===== src/rtl/deconv_2d.sv =====
// rtl/deconv_2d.sv - 2-D transposed convolution: kernel load, per-pixel scatter-accumulate into result RAM
module deconv_2d #(
    parameter int N          = 2,
    parameter int K          = 3,
    parameter int pixel_bits = 8
) (
    input  logic                            clk,
    input  logic                            rst,
    input  logic                            enable,
    input  logic                            strobe_signal_pixel,
    input  logic                            strobe_signal_kernel,
    input  logic [pixel_bits-1:0]           pixel,
    input  logic [$clog2(K)-1:0]            stride,
    input  logic [$clog2(K)-1:0]            kernel_width,
    input  logic [pixel_bits-1:0]           kernel_weight,
    input  logic [$clog2(N*N)-1:0]          pixel_number,
    input  logic [$clog2(N*K*N*K)-1:0]      result_address,
    output logic [4*pixel_bits-1:0]         final_output,
    output logic                            ready,
    output logic                            done
);
    localparam int NK  = N * K;
    localparam int NK2 = NK * NK;
    localparam int SW  = $clog2(K);
    localparam int PNW = $clog2(N * N);
    localparam int RAW = $clog2(NK2);
    localparam int KAW = $clog2(K * K);
    localparam int CW  = $clog2(N * N + 1);
    localparam int OW  = 4 * pixel_bits;
    localparam int PW  = 2 * pixel_bits;

    typedef enum logic [2:0] {
        S_IDLE, S_CLEAR, S_LOAD, S_WAIT, S_ACCUM, S_DONE
    } state_t;

    state_t                state;
    logic [OW-1:0]         res_ram [NK2];
    logic [pixel_bits-1:0] k_ram [K*K];
    logic [SW-1:0]         stride_q, kw_q, tap_i, tap_j;
    logic [RAW-1:0]        clr_cnt;
    logic [KAW-1:0]        k_cnt;
    logic [CW-1:0]         pix_cnt;
    logic [pixel_bits-1:0] cur_pix, pend_pix;
    logic [PNW-1:0]        cur_num, pend_num;
    logic                  pend_valid;

    logic [31:0]           row_idx, col_idx, wr_addr, taps;
    logic [KAW-1:0]        w_idx;
    logic [pixel_bits-1:0] w_cur;
    logic [PW-1:0]         prod;
    logic [OW-1:0]         acc_sum;
    logic                  wr_ok, last_tap;

    // Scatter target of the current tap; out-of-image columns/rows are discarded.
    always_comb begin
        row_idx  = (32'(cur_num) / 32'(N)) * 32'(stride_q) + 32'(tap_i);
        col_idx  = (32'(cur_num) % 32'(N)) * 32'(stride_q) + 32'(tap_j);
        wr_addr  = row_idx * 32'(NK) + col_idx;
        wr_ok    = (col_idx < 32'(NK)) && (wr_addr < 32'(NK2));
        w_idx    = KAW'(32'(tap_i) * 32'(kw_q) + 32'(tap_j));
        w_cur    = k_ram[w_idx];
        prod     = {{pixel_bits{1'b0}}, cur_pix} * {{pixel_bits{1'b0}}, w_cur};
        acc_sum  = res_ram[wr_addr[RAW-1:0]] + {{PW{1'b0}}, prod};
        taps     = 32'(kw_q) * 32'(kw_q);
        last_tap = (tap_i == kw_q - SW'(1)) && (tap_j == kw_q - SW'(1));
    end

    assign final_output = (32'(result_address) < 32'(NK2)) ? res_ram[result_address] : '0;

    always_ff @(posedge clk or negedge rst) begin
        if (!rst) begin
            state      <= S_IDLE;
            ready      <= 1'b0;
            done       <= 1'b0;
            stride_q   <= '0;
            kw_q       <= '0;
            tap_i      <= '0;
            tap_j      <= '0;
            clr_cnt    <= '0;
            k_cnt      <= '0;
            pix_cnt    <= '0;
            cur_pix    <= '0;
            cur_num    <= '0;
            pend_pix   <= '0;
            pend_num   <= '0;
            pend_valid <= 1'b0;
            for (int a = 0; a < NK2; a++) res_ram[a] <= '0;
            for (int a = 0; a < K*K; a++) k_ram[a] <= '0;
        end else if (state != S_IDLE && !enable) begin
            state      <= S_IDLE;
            ready      <= 1'b0;
            done       <= 1'b0;
            tap_i      <= '0;
            tap_j      <= '0;
            clr_cnt    <= '0;
            k_cnt      <= '0;
            pix_cnt    <= '0;
            pend_valid <= 1'b0;
        end else begin
            case (state)
                S_IDLE: begin
                    if (enable) begin
                        stride_q <= stride;
                        kw_q     <= kernel_width;
                        clr_cnt  <= '0;
                        state    <= S_CLEAR;
                    end
                end
                S_CLEAR: begin
                    res_ram[clr_cnt] <= '0;
                    if (32'(clr_cnt) == 32'(NK2 - 1)) begin
                        k_cnt <= '0;
                        ready <= 1'b1;
                        state <= S_LOAD;
                    end else begin
                        clr_cnt <= clr_cnt + RAW'(1);
                    end
                end
                S_LOAD: begin
                    if (strobe_signal_kernel) begin
                        k_ram[k_cnt] <= kernel_weight;
                        if (32'(k_cnt) == taps - 32'd1) begin
                            k_cnt <= '0;
                            state <= S_WAIT;
                        end else begin
                            k_cnt <= k_cnt + KAW'(1);
                        end
                    end
                end
                S_WAIT: begin
                    if (strobe_signal_pixel) begin
                        cur_pix <= pixel;
                        cur_num <= pixel_number;
                        tap_i   <= '0;
                        tap_j   <= '0;
                        ready   <= 1'b0;
                        state   <= S_ACCUM;
                    end
                end
                S_ACCUM: begin
                    if (wr_ok) res_ram[wr_addr[RAW-1:0]] <= acc_sum;
                    if (!last_tap) begin
                        if (tap_j == kw_q - SW'(1)) begin
                            tap_j <= '0;
                            tap_i <= tap_i + SW'(1);
                        end else begin
                            tap_j <= tap_j + SW'(1);
                        end
                        if (strobe_signal_pixel && !pend_valid) begin
                            pend_pix   <= pixel;
                            pend_num   <= pixel_number;
                            pend_valid <= 1'b1;
                        end
                    end else begin
                        tap_i   <= '0;
                        tap_j   <= '0;
                        pix_cnt <= pix_cnt + CW'(1);
                        if (32'(pix_cnt) == 32'(N*N - 1)) begin
                            pend_valid <= 1'b0;
                            done       <= 1'b1;
                            state      <= S_DONE;
                        end else if (pend_valid) begin
                            cur_pix    <= pend_pix;
                            cur_num    <= pend_num;
                            pend_valid <= 1'b0;
                        end else if (strobe_signal_pixel) begin
                            // Empty buffer on the last tap: the strobe becomes the next pixel directly.
                            cur_pix <= pixel;
                            cur_num <= pixel_number;
                        end else begin
                            ready <= 1'b1;
                            state <= S_WAIT;
                        end
                    end
                end
                S_DONE: begin
                end
                default: state <= S_IDLE;
            endcase
        end
    end
endmodule


===== config.mk =====
export PLATFORM = sky130hd
export DESIGN_NAME = deconv_2d
export DESIGN_NICKNAME = d
export VERILOG_FILES = /design/src/rtl/deconv_2d.sv
export SDC_FILE = /design/constraint.sdc
export NUM_CORES = 2
export LEC_CHECK = 0
export BUFFER_PORTS_ARGS = -buffer_cell sky130_fd_sc_hd__buf_4
export CORE_ASPECT_RATIO = 1.4
export CORE_MARGIN = 3
export CORE_UTILIZATION = 50
export DETAILED_ROUTE_END_ITERATION = 7
export PLACE_DENSITY = 0.67
export SLEW_MARGIN = 40
export SYNTH_ARGS = -nofsm -noshare
export SYNTH_HDL_FRONTEND = slang
export SYNTH_SLANG_ARGS = --single-unit

===== constraint.sdc =====
create_clock -name clk -period 24.9 [get_ports clk]
set_input_delay 4.98 -clock clk [delete_from_list [all_inputs] [get_ports clk]]
set_output_delay 4.98 -clock clk [all_outputs]
set_load 0.005 [all_outputs]

==> results.sh <==
export IMPL_ys_warn_count=0
export IMPL_clkLatencyLatePin_ns=0.82
export IMPL_holdPathEnd="ready$_DFFE_PN0P_"
export IMPL_gp_congestion=0.962
export IMPL_cts_root_buf="clkbuf_16"
export IMPL_critPathKind="in2out"
export IMPL_finalCritPeriodShare_pct=61.1
export IMPL_ioPinCount=67
export IMPL_busiest_layer="met2"
export IMPL_antenna_found_initial=21
export IMPL_dieArea_um2=141000
export IMPL_required_ns=19.92
export IMPL_tritoncts="built"
export IMPL_startpoint_type="input pin"
export IMPL_synthCells=5864
export IMPL_cap_violations=0
export IMPL_use_met1_pct=47.2
export IMPL_placed_area_um2=71100
export IMPL_post_drt_via_cell_ratio=7.72
export IMPL_path_cells="buf_8 -> buf_16 -> buf_6 -> buf_4 -> buf_12 -> buf_4 -> mux4_2 -> mux2_2 -> a22oi_1 -> nor2_1 -> a221oi_1 -> o21ai_0 -> buf_4"
export IMPL_design_area_um2=75900
export IMPL_grt_pass1_vias=57700
export IMPL_report_final_slew_viol_count=0
export IMPL_grt_usage_pct=40.2
export IMPL_fmax_mhz=65.7
export IMPL_r2r_cells=35
export IMPL_row_count=159
export IMPL_max_stage_delay_ns=0.73
export IMPL_critPathArrivalTime_ns=10.24
export IMPL_cts_sinks=1271
export IMPL_timing_final_hold_violations=0
export IMPL_die_w_um=318
export IMPL_portBuffers=66
export IMPL_wl_per_cell_um=37.7
export IMPL_cts_buffers=134
export IMPL_fillCellCount=11100
export IMPL_path_max_fanout=65
export IMPL_endpoint_kind="output port"
export IMPL_slowest_stage="buf_4"
export IMPL_hold_buffers=0
export IMPL_remaining_drc_errors=2
export IMPL_regArea_um2=31800
export IMPL_tns_ns=0
export IMPL_grt_pass1_wl_um=411000
export IMPL_critPathBufInv=7
export IMPL_crit_top_cell="buf_4"
export IMPL_rsz0062_at_grt="no"
export IMPL_status="finished, violations left"
export IMPL_hold_path_depth=1
export IMPL_ant_nets=0
export IMPL_skew_ns=0.0460
export IMPL_use_met2_pct=56.9
export IMPL_min_period_ns=15.22
export IMPL_drt_iter0_drc=9614
export IMPL_dr_pass1_iters=8
export IMPL_cts_max_path_buffers=3
export IMPL_hpwl_um=172000
export IMPL_avgSynthCellArea_um2=11.6
export IMPL_syn_area_um2=68000
export IMPL_worst_pin_slew_ns=0.961
export IMPL_min_path_type="reg2reg"
export IMPL_core_area_um2=135000
export IMPL_routed_wl_um=286000
export IMPL_violations="design-rule violations"
export IMPL_ys_seq_elements=1271
export IMPL_nNetsFinal=5861
export IMPL_synth_edf_count=0
export IMPL_synth_net_count=6013
export IMPL_ctsResizeCount=0
export IMPL_grt_max_degree=160
export IMPL_yosysUniqueCellTypes=91
export IMPL_ys_flop_type="dfrtp_1"
export IMPL_gr_total_overflow=0
export IMPL_h_tree_depth=4
export IMPL_drive_gt1_share_pct=22.4
export IMPL_crit_family="buffers and inverters"
export IMPL_async_reset_ff_share_pct=100
export IMPL_reg2reg_slack_ns=12.40
export IMPL_vias=58700
export IMPL_multiInputGateArea_um2=34300
export IMPL_yosysSeqAreaShare_pct=46.8
export IMPL_start_util_pct=50.5
export IMPL_worstHoldStart="ready$_DFFE_PN0P_"
export IMPL_path_clk_slew_ns=0.06
export IMPL_post_cts_repair_setup_buffers=0
export IMPL_setup_viol_count_final=0
export IMPL_die_h_um=442
export IMPL_relSlewSlack_pct=34.1
export IMPL_r2r_start="cur_num[1]$_DFFE_PN0P_"
export IMPL_grt_use_met3_pct=16.2
export IMPL_reg2reg_to="res_ram[895]$_DFFE_PN0P_"
export IMPL_area_growth_pct=11.6
## worst max path at each step
stage,cells past startpoint,startpoint,endpoint
floorplan,8,result_address[0],final_output[10]
global placement,11,result_address[0],final_output[5]
detailed placement,12,result_address[1],final_output[5]
CTS,12,result_address[1],final_output[5]
global route,13,result_address[1],final_output[5]
finish,13,result_address[1],final_output[5]
## through the flow
stage / setup slack (ns) / hold slack [ns] / instances / util, %
floorplan: 12.44 / 0.458 / 5864 / -
global placement: 9.43 / 0.467 / 7322 / 52.4
detailed placement: 9.79 / 0.468 / 7340 / 52.8
global route: 9.67 / 0.517 / 7580 / 56.3
finish: 9.68 / 0.479 / 7599 / 56.4
CTS: 9.82 / 0.482 / 7572 / 56.1
## synth_stat cells, drive strengths merged, types with 4 or more instances
master / count / area (µm²)
xnor2: 19 / 196
nand4: 28 / 181
a211oi: 8 / 65.1
a31oi: 21 / 138
a32o: 82 / 821
or2: 6 / 37.5
o221ai: 22 / 205
o22a: 10 / 88.8
clkbuf: 424 / 1600
nor3: 68 / 417
a21o: 16 / 120
xor2: 16 / 178
o2bb2ai: 5 / 43.8
o22ai: 127 / 801
o21a: 4 / 30.0
a22o: 597 / 5230
and2: 52 / 325
and3: 8 / 50.1
o21ai: 643 / 3340
a221o: 14 / 140
mux2i: 110 / 1100
mux4: 419 / 9440
inv: 105 / 394
a22oi: 135 / 1010
nor4b: 4 / 56.3
a221oi: 112 / 981
nand2b: 9 / 56.3
nor3b: 6 / 55.1
a21oi: 100 / 512
dfrtp: 1271 / 31800
mux2: 148 / 1670
nor2b: 22 / 138
nand2: 725 / 2720
nor4: 13 / 118
buf: 161 / 847
nand3: 95 / 485
ha: 60 / 751
fa: 56 / 1120
a222oi: 6 / 60.1
o32ai: 7 / 61.3
nor2: 95 / 359
## flip-flops by register name, summed over array words and instances, names as in the netlist, 3 cells and up
register	flops
cur_pix	8
pend_pix	8
res_ram	1152
clr_cnt	6
k_cnt	4
pix_cnt	3
k_ram	72
state	3
## logic make-up (layout without fill, tap and decap cells)
group,after synthesis,in the layout,share of synthesized area [%]
compound gates,1932,1932,20.3
fa+ha+maj,116,116,2.75
buf+inv,691,635,4.18
simple gates,1142,1142,7.48
mux,677,677,17.9
other cells,0,20,0
xor+xnor,35,35,0.550
flops,1271,1271,46.8
## layout by cell type (no fill, tap or decap), types with 33 or more instances in the layout
cell type	n
dfrtp_1	1271
mux4_2	419
o21ai_0	584
a21oi_1	93
a22o_1	597
fa_1	55
inv_1	103
mux2_2	147
o21ai_2	33
nand3_1	72
a221oi_1	111
nor2_1	86
ha_1	56
o22ai_1	126
nand2_2	34
a32o_1	82
nand2_1	690
and2_1	49
mux2i_1	105
buf_4	253
a22oi_1	135
clkbuf_16	138
## cell type report
| type | instances | share of cell area (%) |
|---|---|---|
| multi-input combinational | 3902 | 45.2 |
| sequential | 1271 | 41.9 |
| clock buffer | 183 | 5.07 |
| timing repair buffer | 297 | 3.48 |
| tap | 1771 | 2.92 |
| clock inverter | 49 | 0.824 |
| inverter | 106 | 0.524 |
| antenna | 20 | 0.0659 |
## routing by layer
metal,vias up,routed length (µm)
met3,1832,40900
li1,22100,-
met1,29300,92000
met5,-,68
met4,12,32100
met2,5388,121000
Power is left out: the tool's default activity adds up to more than one toggle a clock period on the data nets, which glitch-free logic cannot reach.
